===== config.mk =====
export PLATFORM = sky130hd
export DESIGN_NAME = rv_mdu_seq
export DESIGN_NICKNAME = d
export VERILOG_FILES = /design/src/rtl/rv_mdu_seq.sv
export SDC_FILE = /design/constraint.sdc
export NUM_CORES = 1
export LEC_CHECK = 0
export BUFFER_PORTS_ARGS = -buffer_cell sky130_fd_sc_hd__buf_2
export CAP_MARGIN = 20
export CORE_MARGIN = 2
export CORE_UTILIZATION = 50
export DETAILED_ROUTE_END_ITERATION = 8
export PLACE_DENSITY = 0.68
export SYNTH_ARGS = -nofsm -noshare
export SYNTH_HDL_FRONTEND = slang
export SYNTH_SLANG_ARGS = --single-unit

===== constraint.sdc =====
create_clock -name clk_i -period 9.2 [get_ports clk_i]
set_input_delay 0.46 -clock clk_i [delete_from_list [all_inputs] [get_ports clk_i]]
set_output_delay 0.46 -clock clk_i [all_outputs]
set_load 0.02 [all_outputs]

===== src/rtl/rv_mdu_seq.sv =====
// Sequential RV32M multiply/divide unit: 32-step shift-add multiplier and restoring
// divider sharing one accumulator, with sign fix-up and single-cycle fast paths.
module rv_mdu_seq (
  input  logic        clk_i,
  input  logic        arst_i,
  input  logic        mdu_req_i,
  input  logic [2:0]  mdu_op_i,
  input  logic [31:0] mdu_port_a_i,
  input  logic [31:0] mdu_port_b_i,
  input  logic        mdu_kill_i,
  output logic        mdu_stall_req_o,
  output logic [31:0] mdu_result_o,
  output logic        mdu_valid_o
);

  localparam logic [2:0] OP_MUL    = 3'd0;
  localparam logic [2:0] OP_MULH   = 3'd1;
  localparam logic [2:0] OP_MULHSU = 3'd2;
  localparam logic [2:0] OP_MULHU  = 3'd3;
  localparam logic [2:0] OP_DIV    = 3'd4;
  localparam logic [2:0] OP_DIVU   = 3'd5;
  localparam logic [2:0] OP_REM    = 3'd6;
  localparam logic [2:0] OP_REMU   = 3'd7;

  typedef enum logic [1:0] {IDLE, CALC, SIGN, DONE} state_t;

  state_t      state_q, state_d;
  logic [4:0]  counter_q, counter_d;
  logic [2:0]  op_q, op_d;
  logic        neg_q, neg_d;
  logic        neg_rem_q, neg_rem_d;
  logic [63:0] acc_q, acc_d;
  logic [31:0] mcand_q, mcand_d;
  logic [32:0] rem_q, rem_d;
  logic [31:0] result_q, result_d;
  logic        valid_q, valid_d;

  logic        a_signed, b_signed, a_neg, b_neg, is_div, overflow;
  logic [31:0] abs_a, abs_b;
  logic [32:0] mul_sum, div_shift, div_trial;
  logic [63:0] prod_fix;
  logic [31:0] quot_fix, rem_fix;

  always_comb begin
    a_signed  = (mdu_op_i != OP_MULHU) && (mdu_op_i != OP_DIVU) && (mdu_op_i != OP_REMU);
    b_signed  = a_signed && (mdu_op_i != OP_MULHSU);
    a_neg     = a_signed & mdu_port_a_i[31];
    b_neg     = b_signed & mdu_port_b_i[31];
    abs_a     = a_neg ? -mdu_port_a_i : mdu_port_a_i;
    abs_b     = b_neg ? -mdu_port_b_i : mdu_port_b_i;
    is_div    = mdu_op_i[2];
    overflow  = ((mdu_op_i == OP_DIV) || (mdu_op_i == OP_REM)) &&
                (mdu_port_a_i == 32'h8000_0000) && (mdu_port_b_i == 32'hFFFF_FFFF);
    // Multiplier sits in acc[31:0] and retires from the bottom; partial sum grows on top.
    mul_sum   = {1'b0, acc_q[63:32]} + (acc_q[0] ? {1'b0, mcand_q} : 33'd0);
    div_shift = {rem_q[31:0], acc_q[31]};
    div_trial = div_shift - {1'b0, mcand_q};
    prod_fix  = neg_q ? -acc_q : acc_q;
    quot_fix  = neg_q ? -acc_q[31:0] : acc_q[31:0];
    rem_fix   = neg_rem_q ? -rem_q[31:0] : rem_q[31:0];
  end

  always_comb begin
    state_d   = state_q;
    counter_d = counter_q;
    op_d      = op_q;
    neg_d     = neg_q;
    neg_rem_d = neg_rem_q;
    acc_d     = acc_q;
    mcand_d   = mcand_q;
    rem_d     = rem_q;
    result_d  = result_q;
    case (state_q)
      IDLE: begin
        if (mdu_req_i) begin
          op_d      = mdu_op_i;
          neg_d     = a_neg ^ b_neg;
          neg_rem_d = a_neg;
          if (is_div && (mdu_port_b_i == 32'd0)) begin
            result_d = mdu_op_i[1] ? mdu_port_a_i : 32'hFFFF_FFFF;
            state_d  = DONE;
          end else if (overflow) begin
            result_d = mdu_op_i[1] ? 32'd0 : 32'h8000_0000;
            state_d  = DONE;
          end else begin
            acc_d     = {32'd0, is_div ? abs_a : abs_b};
            mcand_d   = is_div ? abs_b : abs_a;
            rem_d     = 33'd0;
            counter_d = 5'd31;
            state_d   = CALC;
          end
        end
      end
      CALC: begin
        if (op_q[2]) begin
          if (!div_trial[32]) begin
            rem_d        = div_trial;
            acc_d[31:0]  = {acc_q[30:0], 1'b1};
          end else begin
            rem_d        = div_shift;
            acc_d[31:0]  = {acc_q[30:0], 1'b0};
          end
        end else begin
          acc_d = {mul_sum, acc_q[31:1]};
        end
        counter_d = counter_q - 5'd1;
        if (counter_q == 5'd0) state_d = SIGN;
      end
      SIGN: begin
        if (!op_q[2]) result_d = (op_q == OP_MUL) ? prod_fix[31:0] : prod_fix[63:32];
        else          result_d = op_q[1] ? rem_fix : quot_fix;
        state_d = DONE;
      end
      default: state_d = IDLE;
    endcase
    // A flush aborts whatever is in flight and leaves the last result untouched.
    if (mdu_kill_i) begin
      state_d  = IDLE;
      result_d = result_q;
    end
    valid_d = (state_d == DONE);
  end

  always_ff @(posedge clk_i or posedge arst_i) begin
    if (arst_i) begin
      state_q   <= IDLE;
      counter_q <= 5'd0;
      op_q      <= 3'd0;
      neg_q     <= 1'b0;
      neg_rem_q <= 1'b0;
      acc_q     <= 64'd0;
      mcand_q   <= 32'd0;
      rem_q     <= 33'd0;
      result_q  <= 32'd0;
      valid_q   <= 1'b0;
    end else begin
      state_q   <= state_d;
      counter_q <= counter_d;
      op_q      <= op_d;
      neg_q     <= neg_d;
      neg_rem_q <= neg_rem_d;
      acc_q     <= acc_d;
      mcand_q   <= mcand_d;
      rem_q     <= rem_d;
      result_q  <= result_d;
      valid_q   <= valid_d;
    end
  end

  assign mdu_valid_o     = valid_q & ~mdu_kill_i;
  assign mdu_result_o    = result_q;
  assign mdu_stall_req_o = mdu_req_i & ~mdu_valid_o & ~arst_i;

endmodule


## Word level (Yosys, flattened, before mapping)

Cells that the tools add are included.

| operators by class | value |
|---|---|
| $add $sub $neg | 8 |
| equal/unequal tests | 17 |
| mux-type cells | 40 |
| bitwise operators | 11 |
| reductions and logical operators | 19 |

Operators with widths:

| cell | number |
|---|---|
| $mux 32 | 22 |
| $mux 64 | 4 |
| $neg 32->32 | 4 |
| $pmux 32 s2 | 2 |
| $pmux 64 s2 | 1 |
| $eq 32x32->1 const B | 2 |
| $neg 64->64 | 1 |
| $add 32x32->33 | 1 |
| $sub 33x32->33 | 1 |
| $logic_not 32->1 | 1 |
| $mux 5 | 3 |
| $reduce_and 4->1 | 3 |
| $mux 2 | 5 |
| $ne 2x2->1 const B | 5 |
| $pmux 5 s2 | 1 |
| $reduce_and 5->1 | 2 |
| $ne 3x3->1 const B | 3 |
| $eq 3x3->1 const B | 2 |
| $logic_and 1x1->1 | 6 |
| $ne 3x2->1 const B | 2 |
| $pmux 2 s3 | 1 |
| $and 1x1->1 | 5 |
| $logic_not 5->1 | 1 |
| $not 1->1 | 5 |
| other kinds (10) | 12 |

| storage, ports and cells | value |
|---|---|
| register bits after elaboration | 173 |
| bits of input ports | 71 |

## Logic depth before layout (Yosys ltp)

Gate-level depths: netlist of run 1.

| logic depth | value |
|---|---|
| depth after elaboration | 11 |
| depth in mapped cells | 14 |
| depth with buffers taken out | 13 |

## Worst setup path after synthesis of run 1

OpenSTA, ideal clock, no wires.

| timing path | value |
|---|---|
| path kind | flip-flop to flip-flop |
| start | reg acc_q[0] |
| end | reg result_q[30] (netlist: mdu_result_o[30]) |
| setup time | 82 ps |
| arrival | 3258 ps |
| slack | 5860 ps |
| cell stages (with the launch flop) | 13 |
| path buffers | 1 |
| clock period less this slack | 3340 ps |
| cell sequence | dfrtp_1 > inv_1 > buf_1 > ha_1 > or3b_2 > nor2_1 > nand4b_1 > or4_1 > o41ai_1 > xor2_1 > o21ai_0 > nand2_1 > a31oi_1 |

| on the way | value |
|---|---|
| longest elaborated chain between the ends | 5 |

Ends and longest elaborated chain:

| element | line | RTL |
|---|---|---|
| start, declared | 32 | `logic [63:0] acc_q, acc_d;` |
| start signal, assigned | 131 | `acc_q <= 64'd0;` |
| start signal, assigned | 142 | `acc_q <= acc_d;` |
| $neg 64->64 / $neg 32->32 (equally long branches) | 58, 59 |  |
| $mux 64 / $mux 32 (equally long branches) | 58, 59 |  |
| $mux 32 (on tied branches) | 110, 111 |  |
| $mux 32 * | 110 | `if (!op_q[2]) result_d = (op_q == OP_MUL) ? prod_fix[31:0] : prod_fix[63:32];` |
| $pmux 32 s2 * | 73 | `case (state_q)` |
| end signal, assigned | 145 | `result_q <= result_d;` |
| end, declared | 35 | `logic [31:0] result_q, result_d;` |

Every way passes the cells marked *; elsewhere a longest branch is shown, timed or not.
A chain may end at the register's enable or synchronous reset.

## Final worst setup path of run 1

Same ends and word-level chain as after synthesis.

==> qor.yml, run 1 <==
status: "completed"
first_pass_iters: 6
crit_chain: "inv_1 > ha_1 > or3b_2 > nor2_1 > nand4b_1 > or4_1 > o41ai_1 > xor2_1 > o21ai_0 > nand2_1 > a31oi_1"
ys_warn_count: 0
fp.coreArea_um2: 31400
ios: 105
synth_flop_cell: "dfrtp_1"
path_max_fanout: 33
drt_iter0_markers: 1718
wirelength_um: 60400
grt_max_degree: 114
port-buffer-count: 104
placementRows: 65
cpPeakStageDelay_ps: 750
drv_cap: 0
finalCritPeriodShare_pct: 46.8
die_w_um: 182
grt_overflow: 0
final_area_um2: 17100
cts.path.max_buffers: 2
drc: 0
fin_ws_ps: 4900
clk_latency_ps: 460
antenna_left: 0
root_buffer: "clkbuf_16"
antenna_cells: 0
max_freq_ghz: 0.232
gp_congestion: 1.03
total_power_mw: 3.75
grt_first_pass_wirelength_um: 91400
clkTransAtPathRegs_ps: 80
slew_headroom_pct: 25.5
start_util_pct: 50.6
tns_ps: 0
fin_cells: 2482
ys_ff_latch: 173
post-place-ws_ps: 4890
fin_skew_ps: 18.4
grt_use_total_pct: 36.3
wire_per_inst_um: 24.3
vias_per_cell: 6.49
crit_required_ps: 9570
period_needed_ps: 4300
syn_nets: 2202
seq_area_frac_synth_pct: 27.2
setup_viol: 0
synth.most_common_cell: "o21ai_0"
area_delta_synth_final_pct: 7.73
synth-edff-count: 0
rsz0062_at_grt: "no"
worstMarginPinSlew_ps: 1100
postCtsSetupRepairBufs: 0
syn-instance-count: 2058
layout-drive-gt1-share_pct: 9.52
cp-start-kind: "flop"
critPathCaptureType: "flop"
crit_start: "acc_q[0]$_DFFE_PP0P_"
finalHoldViolCount: 0
r2r-start: "acc_q[0]$_DFFE_PP0P_"
arrival_ps: 4670
cts_made_buffers: 17
dp_cells: 2449
grt_pass1_vias: 14787
fp.dieH_um: 182
powerDensity_nw_per_um2: 219
antenna_found_initial: 0
cts-resized-gates: 0
htreeDepth: 4
avgSynthCellArea_um2: 7.72
die_area_um2: 33200
synth.area.top_cells: "dfrtp_1, o21ai_0, xor2_1"
hpwlAfterDp_um: 46700
fin_nets: 2211
cts_tree: "yes"
synth.distinct_cells: 77
netlist_area_um2: 15900
p_leak_nw: 7.40
num_vias: 16106
yosys.area.top_type_share_pct: 27.2
hold_class: "primary input to async pin"
async_flop_share_pct: 100
critPathKind: "flop to flop"
cts_num_sinks: 173
postCtsHoldBufs: 0
synth_top_area_cell: "dfrtp_1"
place_area_um2: 16600
max-vdd-ir-drop_v: 0.000149
cp_slowest_cell: "inv_1"
slew_viol_final: 0
synth_common_cells: "o21ai_0, nand2_1, nor2_1, dfrtp_1, a21oi_1"
[flip-flops by register name (all words and copies together) (netlist names)]
register      count
acc_q            64
rem_q            32
neg_rem_q         1
state_q           2
mcand_q          32
counter_q         5
valid_q           1
mdu_result_o     32
neg_q             1
op_q              3
[where the power goes]
group | internal (mW) | switching [mW]
Clock | 0.365 | 0.349
Sequential | 0.890 | 0.245
Combinational | 0.707 | 1.19
[cell usage in the layout (no fill, tap or decap), types with 65 or more instances in the layout]
cell,count
o21ai_0,253
nand2_1,249
nor2_1,174
dfrtp_1,171
a21oi_1,136
xor2_1,108
buf_2,103
xnor2_1,89
ha_1,71
inv_1,65
[logic make-up (layout without fill, tap and decap cells)]
logic type	Yosys count	count (layout)	share of synthesized area (%)
flip-flops	173	173	27.2
AND/OR/NAND/NOR	671	671	20.1
adder cells (fa/ha/maj)	73	73	5.84
AO/OA/AOI/OAI	678	678	26.7
buffers and inverters	197	219	4.83
XOR/XNOR	198	198	10.9
multiplexers	68	68	4.36
[final timing paths]
check	to	slack [ps]	depth (start not counted)
min in group clk_i	state_q[1]$_DFF_PP0_	310	2
max in group asynchronous	neg_q$_DFFE_PP0P_	7370	3
setup / recovery	mdu_result_o[30]$_DFFE_PP0P_	4900	11
setup reg to reg	mdu_result_o[30]$_DFFE_PP0P_	4900	11
hold / removal	mdu_result_o[19]$_DFFE_PP0P_	230	2
hold reg to reg	mdu_result_o[2]$_DFFE_PP0P_	480	1
[critical path: cells and delay by family (launching register included)]
| kind | cells | cell delay, ps |
|---|---|---|
| adder cells (fa/ha/maj) | 1 | 310 |
| buffers and inverters | 1 | 750 |
| flip-flops | 1 | 440 |
| AO/OA/AOI/OAI | 3 | 760 |
| AND/OR/NAND/NOR | 5 | 1800 |
| XOR/XNOR | 1 | 140 |
[stage by stage]
| stage | utilization, % | hold WS (ps) |
|---|---|---|
| floorplan | - | 450 |
| finish | 54.5 | 229 |
| global placement | 52.7 | 449 |
| global route | 54.5 | 286 |
| CTS | 54.5 | 265 |
| detailed placement | 52.7 | 468 |
[per-layer routing]
metal  part of all wire [%]  global-route usage [%]  vias to the layer above  wire, µm
li1                       -                       -                     7489         -
met1                     43                    49.8                     7766     25700
met2                     45                    57.0                      734     26900
met3                    8.0                    5.39                      117      4860
met4                    4.9                    16.3                        0      2930
met5                      0                       0                        -         0
[cell type report]
| cell class | count | area, µm² |
|---|---|---|
| fillers | 3034 | 14300 |
| repair buffers | 120 | 641 |
| clock buffers | 19 | 453 |
| well taps | 402 | 503 |
| multi-input cells | 1688 | 10800 |
| clock inverters | 13 | 103 |
| inverters | 67 | 258 |
| flip-flops and latches | 173 | 4330 |
No activity file was read; power rests on OpenSTA's default activity.
==> run 2, diff against run 1 <==
clock period = 4.2 ns   (was 9.2 ns; I/O delays follow)
==> run 2 against run 1 <==
  * Clock-buffer cell count down 2
  * Die area stayed put
  * Sequential share of layout area is 0.42 points lower
  * Fmax is 16% higher
  * Largest cell class unchanged
  * Highest routed layer unchanged
==> qor.yml, run 2 (synthesized netlist as in run 1, its figures left out) <==
status: "completed"  # unchanged
max-vdd-ir-drop_v: 0.000305  # was 0.000149 V
grt.met2_usage_pct: 56.4  # was 57.0%
rsz0062_at_grt: "no"  # unchanged
grt_first_pass_wirelength_um: 91200  # was 91,400 µm
fp.dieH_um: 182  # unchanged
cp-start-kind: "flop"  # unchanged
hold-path-cell-count: 2
clkTransAtPathRegs_ps: 80  # about the same
cts.path.max_buffers: 2  # unchanged
postCtsHoldBufs: 0  # unchanged
worstMarginPinSlew_ps: 1010  # was 1100 ps
critPathKind: "flop to flop"  # unchanged
netSwitchingPower_mw: 3.93  # was 1.79 mW
p_comb_share_pct: 50.1  # was 50.7%
fin_cells: 2508  # was 2,482
port-buffer-count: 104  # unchanged
drv_cap: 0  # unchanged
seqCellArea_um2: 4330  # unchanged
first_pass_iters: 5  # was 6
arrival_ps: 4050  # was 4670 ps
max_freq_ghz: 0.269  # was 0.232 GHz
crit_start: "acc_q[0]$_DFFE_PP0P_"  # unchanged
critical_path_depth: 13  # was 11
slew_headroom_pct: 32.7  # was 25.5%
wirelength_um: 61000  # was 60,400 µm
cts_num_sinks: 173  # unchanged
tns_ps: 0  # unchanged
place_area_um2: 16800  # was 16,600 µm²
ios: 105  # unchanged
num_vias: 16096  # was 16,106
ff2ff_path_depth: 13  # was 11
finalHoldViolCount: 0  # unchanged
grt_use_total_pct: 36.4  # was 36.3%
drc: 0  # unchanged
grt_overflow: 0  # unchanged
pwr-share-clk_pct: 21.0  # was 19.1%
layout-drive-gt1-share_pct: 10.6  # was 9.52%
cts-resized-gates: 0  # unchanged
r2r_end: "acc_q[60]$_DFFE_PP0P_"  # was mdu_result_o[30]$_DFFE_PP0P_
fin_ws_ps: 476  # was 4900 ps
mostFrequentLayoutCell: "o21ai_0"  # unchanged
crit_required_ps: 4520  # was 9570 ps
drt_iter0_markers: 1719  # was 1,718
p_leak_nw: 7.58  # was 7.40 nW
r2r-start: "acc_q[0]$_DFFE_PP0P_"  # unchanged
start_util_pct: 50.6  # unchanged
dp_cells: 2477  # was 2,449
multi_input_area_um2: 10800  # about the same
vias_per_cell: 6.42  # was 6.49
fp.coreArea_um2: 31400  # unchanged
fillers: 3026  # was 3,034
cp_slowest_cell: "dfrtp_1"  # was inv_1
clk_latency_ps: 450  # was 460 ps
path_max_fanout: 32  # was 33
die_area_um2: 33200  # unchanged
grt_use_met1_pct: 49.9  # was 49.8%
fin_nets: 2238  # was 2,211
crit_end: "acc_q[60]$_DFFE_PP0P_"  # was mdu_result_o[30]$_DFFE_PP0P_
internal-power_mw: 4.55  # was 1.96 mW
antenna_cells: 0  # unchanged
largest_register_ffs: 64  # unchanged
hold_class: "primary input to flop"  # was primary input to async pin
critPathTopFamily: "compound AO/OA/AOI/OAI gates"  # was simple AND/OR/NAND/NOR gates
setup_viol: 0  # unchanged
post-place-ws_ps: 381  # was 4890 ps
layout_common_cells: "o21ai_0, nand2_1, nor2_1"  # unchanged
cts_tree: "yes"  # unchanged
path_common_cell: "o21ai_0"
slew_viol_final: 0  # unchanged
grt_max_degree: 174  # was 114
antenna_left: 0  # unchanged
antenna_found_initial: 0  # unchanged
global_route.peak_usage_layer: "met2"  # unchanged
final_area_um2: 17400  # was 17,100 µm²
postCtsSetupRepairBufs: 0  # unchanged
crit_chain: "inv_1 > buf_4 > nor2_1 > ha_1 > o21ai_0 > o21ai_0 > nand2_1 > o21ai_0 > o41ai_1 > a21oi_1 > a41oi_1 > mux2i_1 > a221o_1"  # was inv_1 > ha_1 > or3b_2 > nor2_1 > nand4b_1 > or4_1 > o41ai_1 > xor2_1 > o21ai_0 > nand2_1 > a31oi_1
htreeDepth: 4  # unchanged
area_delta_synth_final_pct: 9.56  # was 7.73%
critPathCaptureType: "flop"  # unchanged
crit_buf_inv: 2  # was 1
r2r_slack_ps: 480  # was 4900 ps
fin_skew_ps: 18.3  # was 18.4 ps
wire_per_inst_um: 24.3  # about the same
period_needed_ps: 3720  # was 4300 ps
gp_congestion: 1.03  # about the same
cts_made_buffers: 17  # unchanged
placementRows: 65  # unchanged
regMostFlops: "acc_q"  # unchanged
cpPeakStageDelay_ps: 430  # was 750 ps
grt_pass1_vias: 14657  # was 14,787
die_w_um: 182  # unchanged
grtUsageMet3_pct: 5.49  # was 5.39%
root_buffer: "clkbuf_16"  # unchanged
total_power_mw: 8.48  # was 3.75 mW
hpwlAfterDp_um: 47700  # was 46,700 µm
finalCritPeriodShare_pct: 88.7  # was 46.8%
powerDensity_nw_per_um2: 487  # was 219 nW/µm²
seqPwrFrac_pct: 28.8  # was 30.3%
p_sw_share_pct: 46.3  # was 47.7%
## run 2: area by class of cell
| type | instances | area share, % |
|---|---|---|
| Clock inverter | 14 | 1.19 |
| Inverter | 67 | 1.47 |
| Multi-Input combinational cell | 1688 | 62.2 |
| Clock buffer | 17 | 2.44 |
| Timing Repair Buffer | 147 | 4.93 |
| Tap cell | 402 | 2.89 |
| Sequential cell | 173 | 24.9 |
## run 2: stage by stage
step	hold WS, ps	util [%]
detailed placement	461	53.4
global route	39.8	55.4
finish	29.6	55.4
floorplan	276	-
CTS	19.0	55.4
global placement	456	53.4
## run 2: metal layers
layer	wire (µm)	up-vias
met5	0	-
met4	3130	0
met3	4470	122
met2	27100	713
met1	26300	7729
li1	-	7532
## run 2: worst min-delay path by stage
stage	start	end	slack (ps)
after floorplan	mdu_kill_i	state_q[1]$_DFF_PP0_	280
after global placement	mdu_result_o[6]$_DFFE_PP0P_	mdu_result_o[6]$_DFFE_PP0P_	460
after detailed placement	mdu_result_o[6]$_DFFE_PP0P_	mdu_result_o[6]$_DFFE_PP0P_	460
after CTS	mdu_kill_i	state_q[1]$_DFF_PP0_	20
after global routing	mdu_kill_i	state_q[1]$_DFF_PP0_	40
final	mdu_kill_i	state_q[1]$_DFF_PP0_	30
## run 2: power groups by stage
stage | Combinational (mW) | Sequential [mW] | Clock, mW
floorplan | 3.03 | 2.26 | 0
global placement | 4.09 | 2.44 | 0
detailed placement | 4.12 | 2.45 | 0
CTS | 4.16 | 2.42 | 1.79
global route | 4.62 | 2.48 | 1.85
finish | 4.25 | 2.44 | 1.78
## run 2: worst reg2reg max path, cell delays in order (launching register included)
cell	delay [ps]
dfrtp_1	430
inv_1	100
buf_4	330
nor2_1	130
ha_1	330
o21ai_0	110
o21ai_0	430
nand2_1	180
o21ai_0	330
o41ai_1	140
a21oi_1	390
a41oi_1	260
mux2i_1	180
a221o_1	280
